--- src/rtl/dac8411_receiver_if.sv ---
// Three-wire DAC8411 serial bus (sclk, syncn, sdin) shared by writer and receiver.
interface dac8411_receiver_if;
  logic sclk;
  logic syncn;
  logic sdin;

  modport master (output sclk, output syncn, output sdin);
  modport slave  (input  sclk, input  syncn, input  sdin);
endinterface

--- src/rtl/dac8411_receiver.sv ---
// DAC8411 serial receiver: oversamples the bus in the clk domain, decodes 24-bit
// frames into PD mode and DAC code, and publishes each completed write.
module dac8411_receiver #(
  parameter int DAC_WIDTH   = 16,
  parameter int FRAME_BITS  = 24,
  parameter int SYNC_STAGES = 2
) (
  input  logic                 clk,
  input  logic                 aresetn,
  dac8411_receiver_if.slave    bus,
  output logic [DAC_WIDTH-1:0] dac_code,
  output logic [1:0]           pd_mode,
  output logic                 code_valid,
  output logic                 frame_error,
  output logic                 busy
);

  typedef enum logic [1:0] {
    IDLE    = 2'd0,
    SHIFT   = 2'd1,
    WAIT_HI = 2'd2
  } state_t;

  logic [SYNC_STAGES-1:0] sclk_sync_r;
  logic [SYNC_STAGES-1:0] syncn_sync_r;
  logic [SYNC_STAGES-1:0] sdin_sync_r;
  logic                   sclk_prev_r;
  logic                   syncn_prev_r;
  logic [SYNC_STAGES:0]   vld_r;

  logic                   sclk_s;
  logic                   syncn_s;
  logic                   sdin_s;
  logic                   sclk_fall_s;
  logic                   syncn_fall_s;
  logic [FRAME_BITS-1:0]  shift_nxt_s;

  state_t                 state_r;
  logic [FRAME_BITS-1:0]  shift_r;
  logic [4:0]             bit_cnt_r;
  logic [DAC_WIDTH-1:0]   dac_code_r;
  logic [1:0]             pd_mode_r;
  logic                   code_valid_r;
  logic                   frame_error_r;
  logic                   busy_r;

  // Input synchronizers, previous-value flops and a fill marker for the chain
  always_ff @(posedge clk or negedge aresetn) begin
    if (!aresetn) begin
      sclk_sync_r  <= {SYNC_STAGES{1'b1}};
      syncn_sync_r <= {SYNC_STAGES{1'b1}};
      sdin_sync_r  <= {SYNC_STAGES{1'b1}};
      sclk_prev_r  <= 1'b1;
      syncn_prev_r <= 1'b1;
      vld_r        <= {(SYNC_STAGES+1){1'b0}};
    end else begin
      sclk_sync_r  <= {sclk_sync_r[SYNC_STAGES-2:0], bus.sclk};
      syncn_sync_r <= {syncn_sync_r[SYNC_STAGES-2:0], bus.syncn};
      sdin_sync_r  <= {sdin_sync_r[SYNC_STAGES-2:0], bus.sdin};
      sclk_prev_r  <= sclk_sync_r[SYNC_STAGES-1];
      syncn_prev_r <= syncn_sync_r[SYNC_STAGES-1];
      vld_r        <= {vld_r[SYNC_STAGES-1:0], 1'b1};
    end
  end

  // Edge detection and next shift value
  always_comb begin
    sclk_s      = sclk_sync_r[SYNC_STAGES-1];
    syncn_s     = syncn_sync_r[SYNC_STAGES-1];
    sdin_s      = sdin_sync_r[SYNC_STAGES-1];
    sclk_fall_s = ~sclk_s & sclk_prev_r;
    // The reset value 1 in the chain is not a real observation: a syncn held low
    // through reset must not look like a frame start once the chain fills.
    syncn_fall_s = ~syncn_s & syncn_prev_r & vld_r[SYNC_STAGES];
    shift_nxt_s  = {shift_r[FRAME_BITS-2:0], sdin_s};
  end

  // Frame FSM with registered outputs
  always_ff @(posedge clk or negedge aresetn) begin
    if (!aresetn) begin
      state_r       <= IDLE;
      shift_r       <= {FRAME_BITS{1'b0}};
      bit_cnt_r     <= 5'd0;
      dac_code_r    <= {DAC_WIDTH{1'b0}};
      pd_mode_r     <= 2'b00;
      code_valid_r  <= 1'b0;
      frame_error_r <= 1'b0;
      busy_r        <= 1'b0;
    end else begin
      code_valid_r  <= 1'b0;
      frame_error_r <= 1'b0;
      case (state_r)
        IDLE: begin
          if (syncn_fall_s) begin
            state_r   <= SHIFT;
            shift_r   <= {FRAME_BITS{1'b0}};
            bit_cnt_r <= 5'd0;
            busy_r    <= 1'b1;
          end else begin
            busy_r    <= 1'b0;
          end
        end
        SHIFT: begin
          // Abort is judged on the delayed syncn so a rise coinciding with the
          // last sclk edge still commits.
          if (sclk_fall_s && (bit_cnt_r == 5'(FRAME_BITS-1))) begin
            shift_r      <= shift_nxt_s;
            bit_cnt_r    <= bit_cnt_r + 5'd1;
            pd_mode_r    <= shift_nxt_s[FRAME_BITS-1 -: 2];
            dac_code_r   <= shift_nxt_s[FRAME_BITS-3 -: DAC_WIDTH];
            code_valid_r <= 1'b1;
            busy_r       <= 1'b0;
            state_r      <= syncn_s ? IDLE : WAIT_HI;
          end else if (syncn_prev_r) begin
            frame_error_r <= 1'b1;
            busy_r        <= 1'b0;
            state_r       <= IDLE;
          end else if (sclk_fall_s) begin
            shift_r   <= shift_nxt_s;
            bit_cnt_r <= bit_cnt_r + 5'd1;
          end
        end
        WAIT_HI: begin
          busy_r <= 1'b0;
          if (syncn_s) begin
            state_r <= IDLE;
          end
        end
        default: begin
          state_r <= IDLE;
          busy_r  <= 1'b0;
        end
      endcase
    end
  end

  assign dac_code    = dac_code_r;
  assign pd_mode     = pd_mode_r;
  assign code_valid  = code_valid_r;
  assign frame_error = frame_error_r;
  assign busy        = busy_r;

endmodule

--- src/flat_wrapper.sv ---
// flat-port wrapper written by rule: the top's interface ports become plain ports
module dac8411_receiver_flat 
#(
  parameter int DAC_WIDTH   = 16,
  parameter int FRAME_BITS  = 24,
  parameter int SYNC_STAGES = 2
)
  (clk, aresetn, dac_code, pd_mode, code_valid, frame_error, busy, bus_sclk, bus_syncn, bus_sdin);
  dac8411_receiver_if bus_i ();
  input  logic clk;
  input  logic aresetn;
  output logic [DAC_WIDTH-1:0] dac_code;
  output logic [1:0] pd_mode;
  output logic code_valid;
  output logic frame_error;
  output logic busy;
  input wire logic [$bits(bus_i.sclk)-1:0] bus_sclk;
  input wire logic [$bits(bus_i.syncn)-1:0] bus_syncn;
  input wire logic [$bits(bus_i.sdin)-1:0] bus_sdin;
  assign bus_i.sclk = bus_sclk;
  assign bus_i.syncn = bus_syncn;
  assign bus_i.sdin = bus_sdin;
  dac8411_receiver #(.DAC_WIDTH(DAC_WIDTH), .FRAME_BITS(FRAME_BITS), .SYNC_STAGES(SYNC_STAGES)) u_core (.clk(clk), .aresetn(aresetn), .bus(bus_i), .dac_code(dac_code), .pd_mode(pd_mode), .code_valid(code_valid), .frame_error(frame_error), .busy(busy));
endmodule
--- config.mk ---
export PLATFORM = sky130hd
export DESIGN_NAME = dac8411_receiver_flat
export DESIGN_NICKNAME = d
export VERILOG_FILES = /design/src/rtl/dac8411_receiver_if.sv /design/src/rtl/dac8411_receiver.sv /design/src/flat_wrapper.sv
export SDC_FILE = /design/constraint.sdc
export NUM_CORES = 1
export LEC_CHECK = 0
export CAP_MARGIN = 10
export CORE_UTILIZATION = 54
export DETAILED_ROUTE_END_ITERATION = 12
export GPL_TIMING_DRIVEN = 0
export PLACE_DENSITY = 0.73
export SLEW_MARGIN = 20
export SYNTH_ARGS = -nofsm -noshare
export SYNTH_HDL_FRONTEND = slang
export SYNTH_SLANG_ARGS = --single-unit
--- constraint.sdc ---
create_clock -name clk -period 2.3 [get_ports clk]
set_clock_uncertainty 0.05 [all_clocks]
set_input_delay 0.575 -clock clk [delete_from_list [all_inputs] [get_ports clk]]
set_output_delay 0.575 -clock clk [all_outputs]
set_load 0.005 [all_outputs]
==> summary.txt <==
Status
  – Outcome: completed

Route
  – DRT iter0 DRCs: 55
  – Drt first pass iters: 4
  – Vias/cell: about 5.6
  – Detail Route Antenna Nets: 0
  – WL per Instance: approximately 16 um
  – DRC: 0
  – Final Routed Wirelength: 3.83 mm
  – DR vias: 1330

Flow run
  – Max-cap violations: 0

Clocking
  – Clock latency on the worst-skew pair: 0.32 ns
  – Resized Gates After CTS: 0
  – CTS tree: done
  – CTS Buf Count: 9
  – Root Buffer Master: clkbuf_8
  – Setup Fix Bufs, Post-CTS: 0
  – # hold bufs at CTS: 0
  – Clock sinks: 62
  – Clock slew at reported path FFs: 0.06 ns
  – H-tree lvl count: 3
  – Clk buf depth: 2

Worst setup path
  – Crit. End Element: primary output
  – Critical path data arrival time: 1.19 ns
  – WP data required: 1.67 ns
  – CP bufs+invs: 1
  – Crit-path max cell delay: 0.51 ns
  – Slowest CP cell: clkdlybuf4s50_1
  – Top cell family by delay on the critical path: buffers and inverters
  – Critical R2R Launch: u_core.sclk_prev_r
  – Register-to-Register Path Depth: 6
  – Crit-path max FO: 2
  – Flop-to-flop setup slack: 0.50 ns
  – R2R Path End: u_core.shift_r[19]
  – Type of origin of the critical path: register
  – Kind of critical path: register to primary output
  – Cell breakdown of the critical path: clkdlybuf4s50_1

Timing
  – Slew margin rel.: 51.0%
  – Final Hold Viols: 0
  – Sum of negative setup slack: 0 ns
  – Minimum clock period: 1.81 ns
  – Period utilization: 78.8%
  – Finish-stage setup viols: 0
  – Max Slew Vio Count: 0
  – Worst Tran Pin Value: 0.735 ns
  – RSZ-0062 raised after global routing: no
  – Fmax: 552 MHz

Layout
  – ANT cells: 0
  – Number of fill cells in the layout: 265
  – Reg area: 1560 um2
  – Area of the multi-input gates: 638 um2
  – P&R area growth vs syn: 21.1%
  – Layout cell share with drive strength beyond 1: 26.2%
  – Final instance area: about 2700 um2
  – Final Instance Count excl. Fillers: 237
  – Nets@finish: 189

Synth
  – Area contributors post-synth: dfrtp_1, dfstp_2, a22o_1
  – Synth Register Bits: slightly above 60
  – YS warnings: 0
  – Count of cell types in the netlist: 28
  – Syn_area_per_cell: about 15 um2
  – Gate Count Post-Synth: 147
  – Post-Syn Area: around 2300 um2
  – Area leader, netlist: dfrtp_1
  – Yosys top cell area share: about 60%
  – Seq/Total Area, Yosys: a little under 70%
  – Syn nets: 153

Place
  – Placed Area: between 2000 and 3000 um2
  – IO buf count: 25
  – Inst Count DP: 222
  – Final HPWL DP: 2.53 mm
  – Global placer's final weighted congestion: 0.850

Global routing
  – Grt total ovfl: 0
  – Largest net degree at the start of global routing: 63
  – Total global-route track usage: 20.4%
  – Vias in the first global route: 1348
  – Initial antenna violation count: 0
  – First-pass GRT wire length: around 6.4 mm

Floorplan
  – Io pins: 26
  – Die span in y: 66.7 um
  – Die Wd: approximately 67 um
  – # rows: 23
  – DIE AREA: 4450 um2
  – Core Footprint: roughly 4000 um2
  – Starting Density: between 50% and 60%

Pwr
  – VDD IR-drop max: 0.504 mV
  – Pwr Density: 734 nW/um2
  – Leakage: 0.00134 uW

Min path
  – Hold crit path type: primary input to asynchronous set/reset pin
[registers in the layout, indices dropped and copies added (netlist names)]
register / flops
u_core.shift_r: 23
u_core.dac_code: 16
u_core.bit_cnt_r: 5
u_core.vld_r: 3
u_core.pd_mode: 2
u_core.sclk_sync_r: 2
u_core.sdin_sync_r: 2
u_core.state_r: 2
u_core.syncn_sync_r: 2
u_core.busy: 1
u_core.code_valid: 1
u_core.frame_error: 1
u_core.sclk_prev_r: 1
u_core.syncn_prev_r: 1
[worst max path at each step]
stage                             start                 end  slack, ns  depth (start not counted)
floorplan            u_core.sclk_prev_r  u_core.shift_r[10]       0.64                          6
global placement                aresetn  u_core.dac_code[2]      -1.13                          1
detailed placement  u_core.bit_cnt_r[0]  u_core.dac_code[6]       0.51                          5
CTS                  u_core.dac_code[8]         dac_code[8]       0.47                          1
global route        u_core.bit_cnt_r[0]  u_core.shift_r[19]       0.41                          5
finish               u_core.dac_code[8]         dac_code[8]       0.49                          1
[layer usage]
metal	up-vias	wire (um)	part of all wire [%]	global-route usage, %
met1	681	1730	45	26.5
met2	32	1910	50	30.4
met3	7	156	4.1	7.02
li1	610	-	-	-
met4	0	40	1.0	9.84
met5	-	0	0	0
[stage by stage]
| stage | hold WS [ns] | setup WS [ns] | utilization [%] | total power, uW |
|---|---|---|---|---|
| floorplan | 0.229 | 0.640 | - | 1180 |
| global placement | 0.282 | -1.13 | 64.3 | 1220 |
| detailed placement | 0.287 | 0.513 | 64.3 | 1230 |
| CTS | 0.283 | 0.467 | 68.5 | 2030 |
| global route | 0.305 | 0.406 | 68.5 | 2100 |
| finish | 0.271 | 0.487 | 68.5 | 2010 |
[power breakdown]
group / total (uW) / switching [uW] / internal, uW
clock network: 807 / 364 / 443
registers: 1130 / 12.6 / 1120
logic: 75.4 / 45.2 / 30.2
[layout by cell type, fill, tap and decap left out, types with 2 or more instances in the layout]
cell,instances
clkbuf_8,11
dfstp_2,8
buf_6,3
clkdlybuf4s50_1,24
nand2b_1,4
nor2_1,2
buf_2,4
nor2b_1,2
and3_1,2
dfrtp_1,54
mux2_2,18
o21ai_0,6
a31oi_1,2
inv_1,2
a22o_1,24
a21o_1,2
clkbuf_1,3
[cells in the mapped netlist, drive strengths merged]
cell type / n
a21boi: 1
a21o: 2
a21oi: 1
a22o: 24
a31o: 1
a31oi: 2
and3: 2
and4bb: 1
buf: 7
conb: 1
dfrtp: 54
dfstp: 8
ha: 1
inv: 2
mux2: 19
nand2: 1
nand2b: 4
nand4: 1
nand4b: 1
nor2: 2
nor2b: 2
nor3: 1
nor3b: 1
o21a: 1
o21ai: 6
or2: 1
[area by class of cell]
| class | count | share of cell area (%) |
|---|---|---|
| flip-flops and latches | 62 | 57.0 |
| multi-input cells | 76 | 23.3 |
| repair buffers | 25 | 9.05 |
| clock buffers | 14 | 5.94 |
| well taps | 50 | 2.28 |
| plain buffers | 7 | 1.96 |
| inverters | 2 | 0.274 |
| clock inverters | 1 | 0.183 |
[logic make-up after synthesis]
| logic type | share of synthesized area (%) |
|---|---|
| mux | 9.46 |
| flops | 69.1 |
| buf+inv | 2.71 |
| fa+ha+maj | 0.553 |
| simple gates | 4.76 |
| compound gates | 13.3 |
| other cells | 0.166 |
Note: power is estimated with default switching activity, not from simulation.
